$ cat src/rtl/alu_pkg.sv
// Shared types for the ALU result FIFO: function code, result entry and occupancy states.
package alu_pkg;

  localparam int unsigned ALU_WIDTH = 32;

  typedef logic [2:0] alu_f_t;

  typedef struct packed {
    alu_f_t                 f;
    logic [ALU_WIDTH-1:0]   y;
    logic                   zero;
    logic                   carry;
    logic                   overflow;
  } alu_result_t;

  typedef enum logic [1:0] {
    EMPTY   = 2'd0,
    PARTIAL = 2'd1,
    FULL    = 2'd2
  } fifo_state_t;

  function automatic logic [15:0] sat_inc16(input logic [15:0] v);
    return (v == 16'hFFFF) ? v : v + 16'd1;
  endfunction

endpackage

$ cat src/rtl/alu_result_mem.sv
// Result storage: DEPTH x alu_result_t, one synchronous write port, one asynchronous read port.
module alu_result_mem
  import alu_pkg::*;
#(
  parameter int DEPTH = 4,
  parameter int AW    = $clog2(DEPTH)
) (
  input  logic          clk,
  input  logic          i_we,
  input  logic [AW-1:0] i_waddr,
  input  alu_result_t   i_wdata,
  input  logic [AW-1:0] i_raddr,
  output alu_result_t   o_rdata
);

  alu_result_t r_mem [DEPTH];

  // NOTE: no reset on the array; the top masks the head word whenever the FIFO is empty.
  always_ff @(posedge clk) begin
    if (i_we) begin
      r_mem[i_waddr] <= i_wdata;
    end
  end

  assign o_rdata = r_mem[i_raddr];

endmodule

$ cat src/rtl/alu_result_fifo.sv
// Elastic buffer for ALU results with occupancy FSM, saturating pop counter and optional
// sticky carry/overflow flags (enabled by defining ALU_RESULT_FIFO_STICKY_EN). WIDTH must equal alu_pkg::ALU_WIDTH.
module alu_result_fifo
  import alu_pkg::*;
#(
  parameter int WIDTH = 32,
  parameter int DEPTH = 4
) (
  input  logic                       clk,
  input  logic                       reset,
  input  logic                       in_valid,
  output logic                       in_ready,
  input  logic [2:0]                 in_f,
  input  logic [WIDTH-1:0]           in_y,
  input  logic                       in_zero,
  input  logic                       in_carry,
  input  logic                       in_overflow,
  output logic                       out_valid,
  input  logic                       out_ready,
  output logic [2:0]                 out_f,
  output logic [WIDTH-1:0]           out_y,
  output logic                       out_zero,
  output logic                       out_carry,
  output logic                       out_overflow,
  output logic [$clog2(DEPTH+1)-1:0] count,
  input  logic                       clear_sticky,
  output logic                       sticky_carry,
  output logic                       sticky_overflow,
  output logic [15:0]                pop_total
);

  localparam int PTR_W = $clog2(DEPTH);
  localparam int CNT_W = $clog2(DEPTH+1);
  localparam logic [CNT_W-1:0] CNT_FULL = CNT_W'(DEPTH);
  localparam logic [CNT_W-1:0] CNT_ONE  = CNT_W'(1);
  localparam logic [PTR_W-1:0] PTR_ONE  = PTR_W'(1);

  logic [PTR_W-1:0] r_wr_ptr;
  logic [PTR_W-1:0] r_rd_ptr;
  logic [CNT_W-1:0] r_count;
  logic [15:0]      r_pop_total;
  fifo_state_t      r_state;
  fifo_state_t      w_state_next;
  logic             w_push;
  logic             w_pop;
  alu_result_t      w_wr_entry;
  alu_result_t      w_head;

  // Handshake depends only on the registered count, so out_ready never reaches in_ready.
  assign in_ready  = (r_count < CNT_FULL);
  assign out_valid = (r_count != '0);
  assign w_push    = in_valid && in_ready && !reset;
  assign w_pop     = out_valid && out_ready && !reset;

  assign w_wr_entry = '{f: in_f, y: in_y, zero: in_zero, carry: in_carry, overflow: in_overflow};

  alu_result_mem #(
    .DEPTH (DEPTH)
  ) u_mem (
    .clk     (clk),
    .i_we    (w_push),
    .i_waddr (r_wr_ptr),
    .i_wdata (w_wr_entry),
    .i_raddr (r_rd_ptr),
    .o_rdata (w_head)
  );

  // NOTE: sequential state uses non-blocking assignments so every flop samples pre-edge values.
  always_ff @(posedge clk) begin
    if (reset) begin
      r_wr_ptr    <= '0;
      r_rd_ptr    <= '0;
      r_count     <= '0;
      r_pop_total <= '0;
    end else begin
      if (w_push) r_wr_ptr <= r_wr_ptr + PTR_ONE;
      if (w_pop)  r_rd_ptr <= r_rd_ptr + PTR_ONE;
      case ({w_push, w_pop})
        2'b10:   r_count <= r_count + CNT_ONE;
        2'b01:   r_count <= r_count - CNT_ONE;
        default: r_count <= r_count;
      endcase
      if (w_pop) r_pop_total <= sat_inc16(r_pop_total);
    end
  end

  always_ff @(posedge clk) begin
    if (reset) r_state <= EMPTY;
    else       r_state <= w_state_next;
  end

  // NOTE: next-state defaults to the current state before the case, so no latch is inferred.
  always_comb begin
    w_state_next = r_state;
    unique case (r_state)
      EMPTY: begin
        if (w_push) w_state_next = PARTIAL;
      end
      PARTIAL: begin
        if (w_push && !w_pop && (r_count == CNT_FULL - CNT_ONE))
          w_state_next = FULL;
        else if (w_pop && !w_push && (r_count == CNT_ONE))
          w_state_next = EMPTY;
      end
      FULL: begin
        if (w_pop) w_state_next = PARTIAL;
      end
      default: w_state_next = EMPTY;
    endcase
  end

  // Head fields read as zero while empty, which also gives the all-zero reset value.
  assign out_f        = out_valid ? w_head.f        : '0;
  assign out_y        = out_valid ? w_head.y        : '0;
  assign out_zero     = out_valid && w_head.zero;
  assign out_carry    = out_valid && w_head.carry;
  assign out_overflow = out_valid && w_head.overflow;
  assign count        = r_count;
  assign pop_total    = r_pop_total;

`ifdef ALU_RESULT_FIFO_STICKY_EN
  logic r_sticky_carry;
  logic r_sticky_overflow;

  // A set in the same cycle as clear_sticky takes priority.
  always_ff @(posedge clk) begin
    if (reset) begin
      r_sticky_carry    <= 1'b0;
      r_sticky_overflow <= 1'b0;
    end else begin
      r_sticky_carry    <= (w_push && in_carry)    || (r_sticky_carry    && !clear_sticky);
      r_sticky_overflow <= (w_push && in_overflow) || (r_sticky_overflow && !clear_sticky);
    end
  end

  assign sticky_carry    = r_sticky_carry;
  assign sticky_overflow = r_sticky_overflow;
`else
  logic w_unused_clear_sticky;
  assign w_unused_clear_sticky = clear_sticky;
  assign sticky_carry          = 1'b0;
  assign sticky_overflow       = 1'b0;
`endif

endmodule
$ cat config.mk
export PLATFORM = sky130hd
export DESIGN_NAME = alu_result_fifo
export DESIGN_NICKNAME = d
export VERILOG_FILES = /design/src/rtl/alu_pkg.sv /design/src/rtl/alu_result_mem.sv /design/src/rtl/alu_result_fifo.sv
export SDC_FILE = /design/constraint.sdc
export NUM_CORES = 1
export LEC_CHECK = 0
export BUFFER_PORTS_ARGS = -buffer_cell sky130_fd_sc_hd__buf_2
export CORE_ASPECT_RATIO = 1.5
export CORE_MARGIN = 5
export CORE_UTILIZATION = 25
export CTS_CLUSTER_DIAMETER = 100
export CTS_CLUSTER_SIZE = 12
export DETAILED_ROUTE_END_ITERATION = 10
export GPL_TIMING_DRIVEN = 0
export PLACE_DENSITY = 0.44
export SLEW_MARGIN = 20
export SYNTH_ARGS = -nofsm -noshare
export SYNTH_HDL_FRONTEND = slang
export SYNTH_HIERARCHICAL = 1
export SYNTH_SLANG_ARGS = --single-unit
$ cat constraint.sdc
create_clock -name clk -period 6.64 [get_ports clk]
set_input_delay 1.328 -clock clk [delete_from_list [all_inputs] [get_ports clk]]
set_output_delay 1.328 -clock clk [all_outputs]
set_load 0.01 [all_outputs]
# Yosys cells after proc, flatten, opt, wreduce, memory -nomap -nowiden
# Memories as Yosys holds them, arrays and structs flattened. A register that Yosys moved wholly into a read port is not among the register bits.
# Cells that the tools add are included.
[word_totals]
ff_bits = 23
ramBits = 152
inputBits = 43
output_inout_bits = 61
elab_cells = 33
memories = 1
[mem_list]
columns = ["name", "depth", "width", "read_ports", "rd_ports_with_merged_regs", "wr", "line", "rtl"]
rows = [
  ["u_mem.r_mem", 4, 38, 1, 1, 1, "alu_result_mem.sv:16", "alu_result_t r_mem [DEPTH];"],
]
[classes]
addsub = 5
n_lt_le_gt_ge = 1
eq_ne = 3
n_mux = 7
bitwise = 1
reduce_logical = 11
[op_table]
columns = ["operator", "n"]
rows = [
  ["two-way mux 32 bit", 1],
  ["adder 16 x 1 -> 16 bit, second input constant", 1],
  ["equality test 16 bit, second input constant", 1],
  ["logical AND 1 bit", 7],
  ["case mux 3 bit (2 select lines)", 1],
  ["adder 2 x 1 -> 2 bit, second input constant", 2],
  ["two-way mux 2 bit", 2],
  ["adder 3 x 1 -> 3 bit, second input constant", 1],
  ["less-than comparator 3 bit, second input constant", 1],
  ["two-way mux 3 bit", 1],
  ["nonzero test 3 bit", 1],
  ["subtractor 3 x 1 -> 3 bit, second input constant", 1],
  ["equality test 2 x 1 -> 1 bit, second input constant", 1],
  ["equality test 2 bit, second input constant", 1],
  ["two-way mux 1 bit", 2],
  ["AND reduction 2 bit", 1],
  ["nonzero test 2 bit", 1],
  ["logical NOT 1 bit", 1],
  ["inverter 1 bit", 1],
]

# Depth between registers and ports, before layout
# Gate-level depths: netlist of the first run.
[depth]
ltp_word = 5
ltp_mapped = 10
ltp_nobuf = 10

# Modules after synthesis
# Netlist of the first run, hierarchy kept.
[by_module_without_submodules]
columns = ["mod", "n_inst", "cells_each", "area_per_inst_um2", "seq_area_each_um2"]
rows = [
  ["alu_result_mem", 1, 202, 5529.1, 4564.4],
  ["alu_result_fifo", 1, 181, 1442.6, 460.4],
]

# Least setup slack after synthesis of the first run
# No wires, ideal clock.
[synth_timing]
path_kind = "input port to flip-flop"
start = "input port in_valid"
end = "memory u_mem/r_mem[0][0] (netlist bit), enable pin"
setup_ns = 0.489
arrival_ns = 4.686
t_required_ns = 6.151
slack_ns = 1.465
cell_stages = 2
n_path_buf = 0
path_cell_list = "nor3b_1 -> nor3b_1"
[synth_via]
elab_chain_len = 4
[synth_rtl]
columns = ["item", "line", "rtl"]
rows = [
  ["start, declared", "alu_result_fifo.sv:11", "input logic in_valid,"],
  ["logical AND 1 bit (2 in a row)", "alu_result_fifo.sv:52", "assign w_push = in_valid && in_ready && !reset;"],
  ["two-way mux 1 bit", "alu_result_mem.sv:20", "if (i_we) begin"],
  ["two-way mux 1 bit (not written as such)", "alu_result_mem.sv:21", "r_mem[i_waddr] <= i_wdata;"],
  ["end, declared", "alu_result_mem.sv:16", ""],
]
# No other way between the ends.

# Final worst setup path of the first run
[layout_timing]
start = "register r_count[2] (netlist: count[2])"
end = "output port out_carry"
[layout_via]
elab_chain_len = 2
[layout_rtl]
columns = ["item", "line", "rtl"]
rows = [
  ["start, declared", "alu_result_fifo.sv:40", "logic [CNT_W-1:0] r_count;"],
  ["start signal, assigned", "alu_result_fifo.sv:79", "2'b10: r_count <= r_count + CNT_ONE;"],
  ["start signal, assigned", "alu_result_fifo.sv:80", "2'b01: r_count <= r_count - CNT_ONE;"],
  ["start signal, assigned", "alu_result_fifo.sv:81", "default: r_count <= r_count;"],
  ["nonzero test 3 bit", "alu_result_fifo.sv:51", "assign out_valid = (r_count != '0);"],
  ["logical AND 1 bit", "alu_result_fifo.sv:116", "assign out_carry = out_valid && w_head.carry;"],
  ["end, declared", "alu_result_fifo.sv:23", "output logic out_carry,"],
]
# No other way between the ends.

==> impl_metrics.csv, run 1 <==
group,metric,value,unit
logic_synthesis,synthCells,383,
sta,rsz0062_at_grt,"no",
setup_path,worstSetupStartpointType,"flip-flop",
power_and_ir_drop,leakage,0.00293,uW
clocking,cts_resized,0,
setup_path,slowest_delay,0.46,ns
placed_design,numPortBuffers,100,
power_and_ir_drop,power_density,288,nW/um^2
placed_design,placed_cells,837,
clocking,hold_buffers,0,
layout,nNetsFinal,556,
routing,first_pass_iters,4,
routing,viasPerCell,4.49,
sta,relSlewSlack,20.6,%
floorplan,dieArea,31400,sq um
sta,fmax,287,MHz
power_and_ir_drop,vdd_drop_max,0.153,mV
sta,finClkSkew,0.00687,ns
global_route,grt_pass1_vias,4249,
setup_path,worstSetupPathType,"reg2out",
logic_synthesis,ys.flop_type,"edfxtp_1",
setup_path,critPathSlowestCell,"nor3_1",
layout,area_growth,23.2,%
logic_synthesis,async_reset_ff_share,0,%
setup_path,worstPathCellList,"nor3_1 -> inv_2 -> clkbuf_1 -> and2_1 -> buf_2",
clocking,max-clock-path-buffers,2,
routing,wl_per_cell,18.4,um
clocking,clkSlewWorstSetupHoldPaths,0.07,ns
global_route,grt_pass1_wl,24.7,mm
floorplan,die_w,146,um
setup_path,required,5.31,ns
logic_synthesis,synth_area_per_cell,18.2,sq um
clocking,htree_levels,4,
routing,vias,3892,
placed_design,gp_congestion,0.829,
global_route,overflow,0,
floorplan,io_pins,104,
clocking,clock-sinks,175,
logic_synthesis,synth_warnings,6,
clocking,clkLatencyLatePin,0.43,ns
logic_synthesis,synth_area,6970,sq um
routing,drt-initial-drc-count,174,
power_and_ir_drop,total_power,2470,uW
layout,fill_cells,2760,
sta,hold_violations,0,
global_route,grt_start_max_net_pins,39,
clocking,root_buffer,"clkbuf_16",
layout,drive_gt1_share,36.5,%
clocking,cts_tree,"yes",
logic_synthesis,ys_ff_latch,175,
sta,slew_viol_final,0,
setup_path,worstPathArrival,2.15,ns
placed_design,dpl.hpwl,10.7,mm
floorplan,start_util,25.1,%
clocking,cts_buffers,17,
logic_synthesis,synth_edf_count,152,
routing,routed_wl,16.0,mm
clocking,postCtsSetupBuffers,0,
logic_synthesis,seq_area_frac_synth,72.1,%
routing,ant_nets,0,
layout,post-route-util,30.9,%
layout,n_antenna_cell,0,
routing,drcViolationCount,0,
global_route,antenna_found_initial,3,
sta,post-route-period-util,52.4,%
hold_path,hold_class,"reg2reg",
setup_path,endpoint_kind,"output pin",
floorplan,die_h,215,um
setup_path,worstPathMaxFanout,10,
sta,setup_violations,0,
job,cap_viol_max_count,0,
layout,fin_cells,867,
sta,fin_crit,3.48,ns
run_status,status,"complete, no violations",
floorplan,core,27800,sq um
global_route,grtUsageTotal,10.6,%
floorplan,placement_rows,75,
sta,tightest_slew,1.18,ns
logic_synthesis,synthDistinctLibCells,44,
[cell usage after synthesis (4+ instances only)]
master    count  share of area [%]
a21oi_1       9               0.65
and2_1       39                3.5
buf_2         4               0.29
clkbuf_1      7               0.38
dfxtp_1      23                6.6
edfxtp_1    152                 65
inv_1        10               0.54
mux4_2       38                 12
nand2_1       9               0.48
nand3_1       6               0.43
nor2_1       11               0.59
nor2b_1       4               0.36
nor3_1        4               0.29
nor4_1        5               0.45
o31ai_1       4               0.43
or3_1         5               0.45
or4_1         5               0.54
xor2_1        4               0.50
[per-stage QoR]
stage / hold WS [ns] / setup slack, ns / TNS, ns / instance area, sq um
floorplan: 0.493 / 1.46 / 0 / 6980
global placement: 0.476 / -1.75 / -66.13 / 7910
detailed placement: 0.480 / 2.78 / 0 / 8020
CTS: 0.492 / 3.01 / 0 / 8590
global route: 0.524 / 3.01 / 0 / 8590
finish: 0.486 / 3.16 / 0 / 8590
[placed cells by master, fill, tap and decap left out, types with 3 or more instances in the layout]
master	count
mux4_2	38
inv_1	10
or3_1	5
buf_6	4
o21ai_0	3
buf_4	5
nor2_1	11
a21oi_1	9
buf_12	4
dfxtp_1	23
nand2_1	9
mux2_1	3
clkbuf_16	17
nand4_1	3
clkbuf_1	9
nor3_1	4
or4_1	5
nor4_1	5
o31ai_1	4
edfxtp_1	152
buf_2	104
nand3_1	6
and2_1	39
o41ai_1	3
bufinv_16	3
xor2_1	4
nor2b_1	4
[final cells by class]
type                            count  area [sq um]  share of cell area (%)
Clock buffer                       19           433                    5.04
Inverter                           12          45.0                   0.524
Clock inverter                     11           143                    1.66
Multi-Input combinational cell    179          1800                    20.9
Buffer                             18           124                    1.44
Sequential cell                   175          5020                    58.5
Tap cell                          346           433                    5.04
Timing Repair Buffer              107           589                    6.86
[state kept, by name, indices dropped and copies added (netlist names)]
name,flops
r_wr_ptr,2
count,3
u_mem/r_mem,152
r_rd_ptr,2
pop_total,16
[cell families after synthesis]
| family | Yosys count | share of synthesized area [%] |
|---|---|---|
| flops | 175 | 72.1 |
| simple gates | 101 | 8.76 |
| mux | 42 | 12.9 |
| buf+inv | 30 | 2.42 |
| compound gates | 25 | 2.39 |
| xor+xnor | 6 | 0.754 |
| fa+ha+maj | 3 | 0.646 |
| other cells | 1 | 0.0538 |
[report_power, final]
group          internal, uW  switching [uW]
Combinational           111             142
Clock                   585             401
Sequential             1220            9.37
Total                  1920             553
[worst paths after layout]
check / startpoint / to / slack, ns / depth (start not counted)
worst max-delay path: count[2]$_SDFFE_PP0P_ / out_carry / 3.16 / 5
worst max register to register: count[2]$_SDFFE_PP0P_ / u_mem/r_mem[0][24]$_DFFE_PP_ / 4.02 / 4
worst min-delay path: pop_total[15]$_SDFFE_PP0P_ / pop_total[15]$_SDFFE_PP0P_ / 0.49 / 2
worst min register to register: pop_total[15]$_SDFFE_PP0P_ / pop_total[15]$_SDFFE_PP0P_ / 0.49 / 2
[per-layer routing]
layer  routed length [um]  vias up  track usage (%)
li1                     -     1762                -
met1                 6130     1990             11.3
met2                 8590      110             18.9
met3                  867       24             3.81
met4                  334        6             4.11
met5                   41        -                0
[worst max-delay path, delay by kind of cell, from the launching register on]
family	cells	cell delay [ns]
buf+inv	3	0.64
flops	1	0.35
simple gates	2	0.74
No activity file was read; power rests on OpenSTA's default activity.
==> inputs of run 2 (changes only) <==
- clock period: 6.64 -> 3.6 ns (I/O delays scaled with it)
==> impl_metrics.csv, run 2 (same netlist as run 1, synthesis figures left out) <==
group,metric,value,unit
global_route,grt_start_max_net_pins,39,
power_and_ir_drop,vdd_drop_max,0.305,mV
placed_design,placed_cells,836,
routing,routed_wl,16.4,mm
setup_path,path_buf_inv,3,
floorplan,dieArea,31400,sq um
layout,fin_cells,868,
clocking,cts_buffers,17,
setup_path,endpoint_kind,"output pin",
layout,n_antenna_cell,0,
sta,finClkSkew,0.00866,ns
global_route,overflow,0,
layout,drive_gt1_share,36.4,%
floorplan,placement_rows,75,
floorplan,start_util,25.1,%
sta,rsz0062_at_grt,"no",
clocking,postCtsSetupBuffers,0,
placed_design,gp_congestion,0.816,
clocking,htree_levels,4,
layout,nNetsFinal,555,
setup_path,slowest_delay,0.49,ns
power_and_ir_drop,power_density,527,nW/um^2
layout,regMostFlops,"u_mem/r_mem",
floorplan,core,27800,sq um
placed_design,dpl.hpwl,10.8,mm
floorplan,die_h,215,um
layout,final_cell_mix,"152 x edfxtp_1, 104 x buf_2, 39 x and2_1",
hold_path,hold_class,"in2reg",
setup_path,critPathSlowestCell,"nor3_1",
routing,ant_nets,0,
sta,tightest_slew,1.17,ns
sta,post-route-period-util,81.0,%
routing,wl_per_cell,18.9,um
global_route,grt_pass1_wl,25.1,mm
clocking,clock-sinks,175,
setup_path,worstSetupPathType,"reg2out",
job,cap_viol_max_count,0,
routing,drt-initial-drc-count,177,
clocking,cts_tree,"yes",
global_route,grtUsageTotal,10.8,%
sta,fmax,343,MHz
sta,hold_violations,0,
setup_path,worstPathMaxFanout,10,
layout,largest_register_ffs,152,
setup_path,worstPathArrival,2.19,ns
sta,setup_violations,0,
sta,whs,0.501,ns
floorplan,io_pins,104,
routing,vias,3880,
sta,fin_crit,2.91,ns
sta,relSlewSlack,21.2,%
global_route,grt_pass1_vias,4147,
power_and_ir_drop,leakage,0.00292,uW
sta,fin_tns_setup,0,ns
sta,slew_viol_final,0,
setup_path,critPathTopFamily,"simple AND/OR/NAND/NOR gates",
clocking,max-clock-path-buffers,2,
layout,final_common_cell,"edfxtp_1",
clocking,cts_resized,0,
clocking,root_buffer,"clkbuf_16",
clocking,clkSlewWorstSetupHoldPaths,0.07,ns
global_route,antenna_found_initial,3,
setup_path,worstPathCellList,"nor3_1 -> inv_2 -> clkbuf_1 -> and2_1 -> buf_2",
floorplan,die_w,146,um
layout,fill_cells,2741,
setup_path,worstSetupStartpointType,"flip-flop",
layout,post-route-util,31.0,%
run_status,status,"complete, no violations",
placed_design,numPortBuffers,100,
routing,first_pass_iters,4,
setup_path,required,2.88,ns
clocking,clkLatencyLatePin,0.43,ns
layout,area_growth,23.3,%
routing,viasPerCell,4.47,
clocking,hold_buffers,0,
routing,drcViolationCount,0,
## run 2: changes by cell type in the layout (fill, tap and decap cells not counted)
cell and change:
buf_8 +3, clkinvlp_4 +3, buf_4 -2, buf_6 -2, clkinv_1 +2, bufinv_16 -1
clkbuf_1 -1, clkinv_2 -1, clkinvlp_2 -1, inv_6 +1, nor3b_2 -1, nor3b_4 +1
## run 2: cell type report
type                    instances  area (sq um)  area share (%)
plain buffers                  18           124            1.44
clock buffers                  18           429            4.99
clock inverters                14           141            1.64
inverters                      12          45.0           0.524
multi-input cells             179          1810            21.0
flip-flops and latches        175          5020            58.4
well taps                     346           433            5.03
repair buffers                106           597            6.94
## run 2: per-stage QoR
step | cell area, sq um | worst slack, ns | power (uW)
after floorplan | 6980 | 0.381 | 2570
after global placement | 7910 | -1.50 | 2780
after detailed placement | 8030 | 0.429 | 2810
after CTS | 8600 | 0.583 | 4610
after global routing | 8600 | 0.533 | 4720
final | 8600 | 0.686 | 4530
## run 2: final timing paths
path                              startpoint                      endpoint  slack (ns)  cells past startpoint
setup reg to reg       count[2]$_SDFFE_PP0P_   u_mem/r_mem[0][9]$_DFFE_PP_        1.02                      5
hold / removal                      in_y[17]  u_mem/r_mem[1][20]$_DFFE_PP_        0.50                      1
hold reg to reg   pop_total[15]$_SDFFE_PP0P_    pop_total[15]$_SDFFE_PP0P_        0.50                      2
setup / recovery       count[2]$_SDFFE_PP0P_                     out_y[30]        0.69                      5
## run 2: per-layer routing
| metal | wire length [um] | GRT usage, % |
|---|---|---|
| met5 | 47 | 0 |
| met4 | 326 | 3.55 |
| met3 | 755 | 4.00 |
| met2 | 8790 | 18.9 |
| met1 | 6520 | 12.0 |
## run 2: where the power goes
| group | internal (uW) | total, uW | switching [uW] |
|---|---|---|---|
| Sequential | 2250 | 2270 | 17.9 |
| Clock | 1020 | 1790 | 770 |
| Combinational | 208 | 471 | 263 |
==> inputs of run 3 (changes only) <==
- ABC_AREA: default -> 1
- PLACE_DENSITY: 0.44 -> 0.45
- clock period: 3.6 -> 2.6 ns (I/O delays scaled with it)
==> impl_metrics.csv, run 3 <==
group,metric,value,unit
clocking,clock-sinks,175,
global_route,antenna_found_initial,5,
clocking,root_buffer,"clkbuf_16",
logic_synthesis,synth_area_per_cell,9.27,sq um
logic_synthesis,synthDistinctLibCells,31,
placed_design,dpl.hpwl,14.6,mm
global_route,grt_start_max_net_pins,17,
routing,vias,5742,
setup_path,required,2.08,ns
logic_synthesis,synthCells,874,
layout,final_cell_mix,"231 x nand2_1, 211 x inv_1, 152 x edfxtp_1",
layout,design_area,10000,sq um
clocking,cts_buffers,17,
clocking,cts_resized,0,
clocking,postCtsSetupBuffers,0,
layout,fin_cells,1432,
routing,drt-initial-drc-count,187,
layout,post-route-util,31.4,%
logic_synthesis,synth_edf_count,152,
setup_path,worstPathArrival,1.97,ns
clocking,hold_buffers,0,
power_and_ir_drop,power_density,654,nW/um^2
logic_synthesis,synth_area_leader_cell,"edfxtp_1",
floorplan,placement_rows,80,
placed_design,numPortBuffers,100,
logic_synthesis,ys.flop_type,"edfxtp_1",
floorplan,dieArea,36200,sq um
sta,hold_violations,0,
power_and_ir_drop,leakage,0.00468,uW
floorplan,die_w,157,um
layout,largest_register_ffs,152,
logic_synthesis,ys_ff_latch,175,
run_status,status,"complete, no violations",
sta,fmax,401,MHz
floorplan,die_h,230,um
logic_synthesis,synth_top_area_share,56.4,%
logic_synthesis,seq_area_frac_synth,62.0,%
routing,viasPerCell,4.01,
clocking,htree_levels,4,
clocking,clkSlewWorstSetupHoldPaths,0.07,ns
placed_design,post-place-ws,-0.146,ns
sta,finClkSkew,0.00831,ns
setup_path,worstPathMaxFanout,10,
placed_design,placed_cells,1399,
sta,slew_viol_final,0,
layout,area_growth,23.6,%
job,cap_viol_max_count,0,
power_and_ir_drop,comb_power_share,10.4,%
routing,wl_per_cell,14.0,um
logic_synthesis,synth_area,8100,sq um
sta,setup_violations,0,
logic_synthesis,synthTopCellsByArea,"edfxtp_1 56%, nand2_1 11%, inv_1 9.8%",
power_and_ir_drop,vdd_drop_max,0.411,mV
placed_design,place_area,9360,sq um
clocking,cts_tree,"yes",
routing,drcViolationCount,0,
clocking,max-clock-path-buffers,2,
sta,post-route-period-util,95.9,%
power_and_ir_drop,seqPwrFrac,47.9,%
clocking,clkLatencyLatePin,0.43,ns
layout,nNetsFinal,1054,
sta,fin_crit,2.49,ns
layout,regMostFlops,"u_mem/r_mem",
layout,final_common_cell,"nand2_1",
power_and_ir_drop,switching_share,24.0,%
setup_path,endpoint_kind,"output pin",
routing,ant_nets,0,
power_and_ir_drop,clkPwrFrac,41.8,%
routing,first_pass_iters,5,
layout,drive_gt1_share,20.1,%
layout,fill_cells,3285,
logic_synthesis,synth_warnings,6,
hold_path,hold_class,"in2reg",
global_route,overflow,0,
sta,worst_slack,0.107,ns
floorplan,start_util,25.4,%
logic_synthesis,synth_most_common_cell,"nand2_1",
global_route,grt_pass1_vias,5851,
logic_synthesis,async_reset_ff_share,0,%
sta,tightest_slew,0.786,ns
floorplan,io_pins,104,
floorplan,core,31900,sq um
power_and_ir_drop,power.switching,1570,uW
sta,relSlewSlack,47.4,%
setup_path,worstSetupPathType,"reg2out",
power_and_ir_drop,p_int,4980,uW
global_route,grtUsageTotal,11.5,%
setup_path,worstSetupStartpointType,"flip-flop",
logic_synthesis,synth_top_cells_by_count,"231 x nand2_1, 211 x inv_1, 152 x edfxtp_1, 90 x nand3_1, 70 x nor2_1",
placed_design,gp_congestion,0.774,
global_route,grt_pass1_wl,31.4,mm
routing,routed_wl,20.1,mm
==> run 3: cell count changes after synthesis, moves of 7 or more <==
cell / before / now
a21oi_1: 9 / 19
and2_1: 39 / 0
buf_2: 4 / 18
inv_1: 10 / 211
mux4_2: 38 / 0
nand2_1: 9 / 231
nand3_1: 6 / 90
nor2_1: 11 / 70
nor2_4: 0 / 7
==> run 3: final timing paths <==
kind              slack (ns)  cells after the start                     start                      endpoint
setup / recovery        0.11                     10  r_rd_ptr[0]$_SDFFE_PP0P_                      out_y[1]
hold / removal          0.30                      1                  in_y[29]  u_mem/r_mem[3][32]$_DFFE_PP_
setup reg to reg        0.29                      7     count[2]$_SDFFE_PP0P_  u_mem/r_mem[2][23]$_DFFE_PP_
hold reg to reg         0.50                      1  r_rd_ptr[0]$_SDFFE_PP0P_      r_rd_ptr[0]$_SDFFE_PP0P_
==> run 3: kinds of logic after synthesis <==
| group | synth area share [%] |
|---|---|
| flops | 62.0 |
| xor+xnor | 0.216 |
| other cells | 0.0463 |
| buf+inv | 12.6 |
| fa+ha+maj | 0.556 |
| compound gates | 2.16 |
| simple gates | 22.4 |
==> run 3: layer usage <==
metal  GRT usage, %  part of all wire (%)  up-vias
met5              0                  0.23        -
met4           4.61                   2.5        8
met3           3.93                   6.1       31
met2           20.7                    52      115
met1           12.3                    40     2624
li1               -                     -     2964
==> run 3: area by class of cell <==
cell class	count	area [sq um]	share of cell area, %
repair buffers	114	697	6.96
well taps	410	513	5.12
clock buffers	18	429	4.29
flip-flops and latches	175	5020	50.2
diodes	1	2.50	0.0250
clock inverters	14	203	2.02
multi-input cells	454	2110	21.1
inverters	214	803	8.02
plain buffers	32	230	2.30
==> run 3: power by group through the flow <==
| stage | clock [uW] | sequential (uW) | combinational, uW |
|---|---|---|---|
| 2_1_floorplan | 0 | 3200 | 381 |
| 3_3_place_gp | 0 | 3200 | 667 |
| 3_5_place_dp | 0 | 3200 | 695 |
| 4_1_cts | 2820 | 3130 | 697 |
| 5_1_grt | 2910 | 3140 | 772 |
| 6_report | 2730 | 3130 | 678 |
==> run 3: per-stage QoR <==
| stage | power (uW) | hold slack [ns] | TNS [ns] |
|---|---|---|---|
| floorplan | 3580 | 0.444 | -41.05 |
| global placement | 3860 | 0.459 | -309.20 |
| detailed placement | 3890 | 0.475 | -3.28 |
| CTS | 6650 | 0.259 | 0 |
| global route | 6820 | 0.269 | -0.0177 |
| finish | 6550 | 0.298 | 0 |
==> run 3: worst max-delay path: stages (launching register included) <==
cell and delay (ns):
dfxtp_1 0.38, buf_4 0.17, inv_2 0.05, buf_6 0.15, buf_6 0.15, nand2_1 0.06, nand3_1 0.07, nand2_1 0.07
inv_1 0.03, nor2_1 0.22, buf_2 0.19
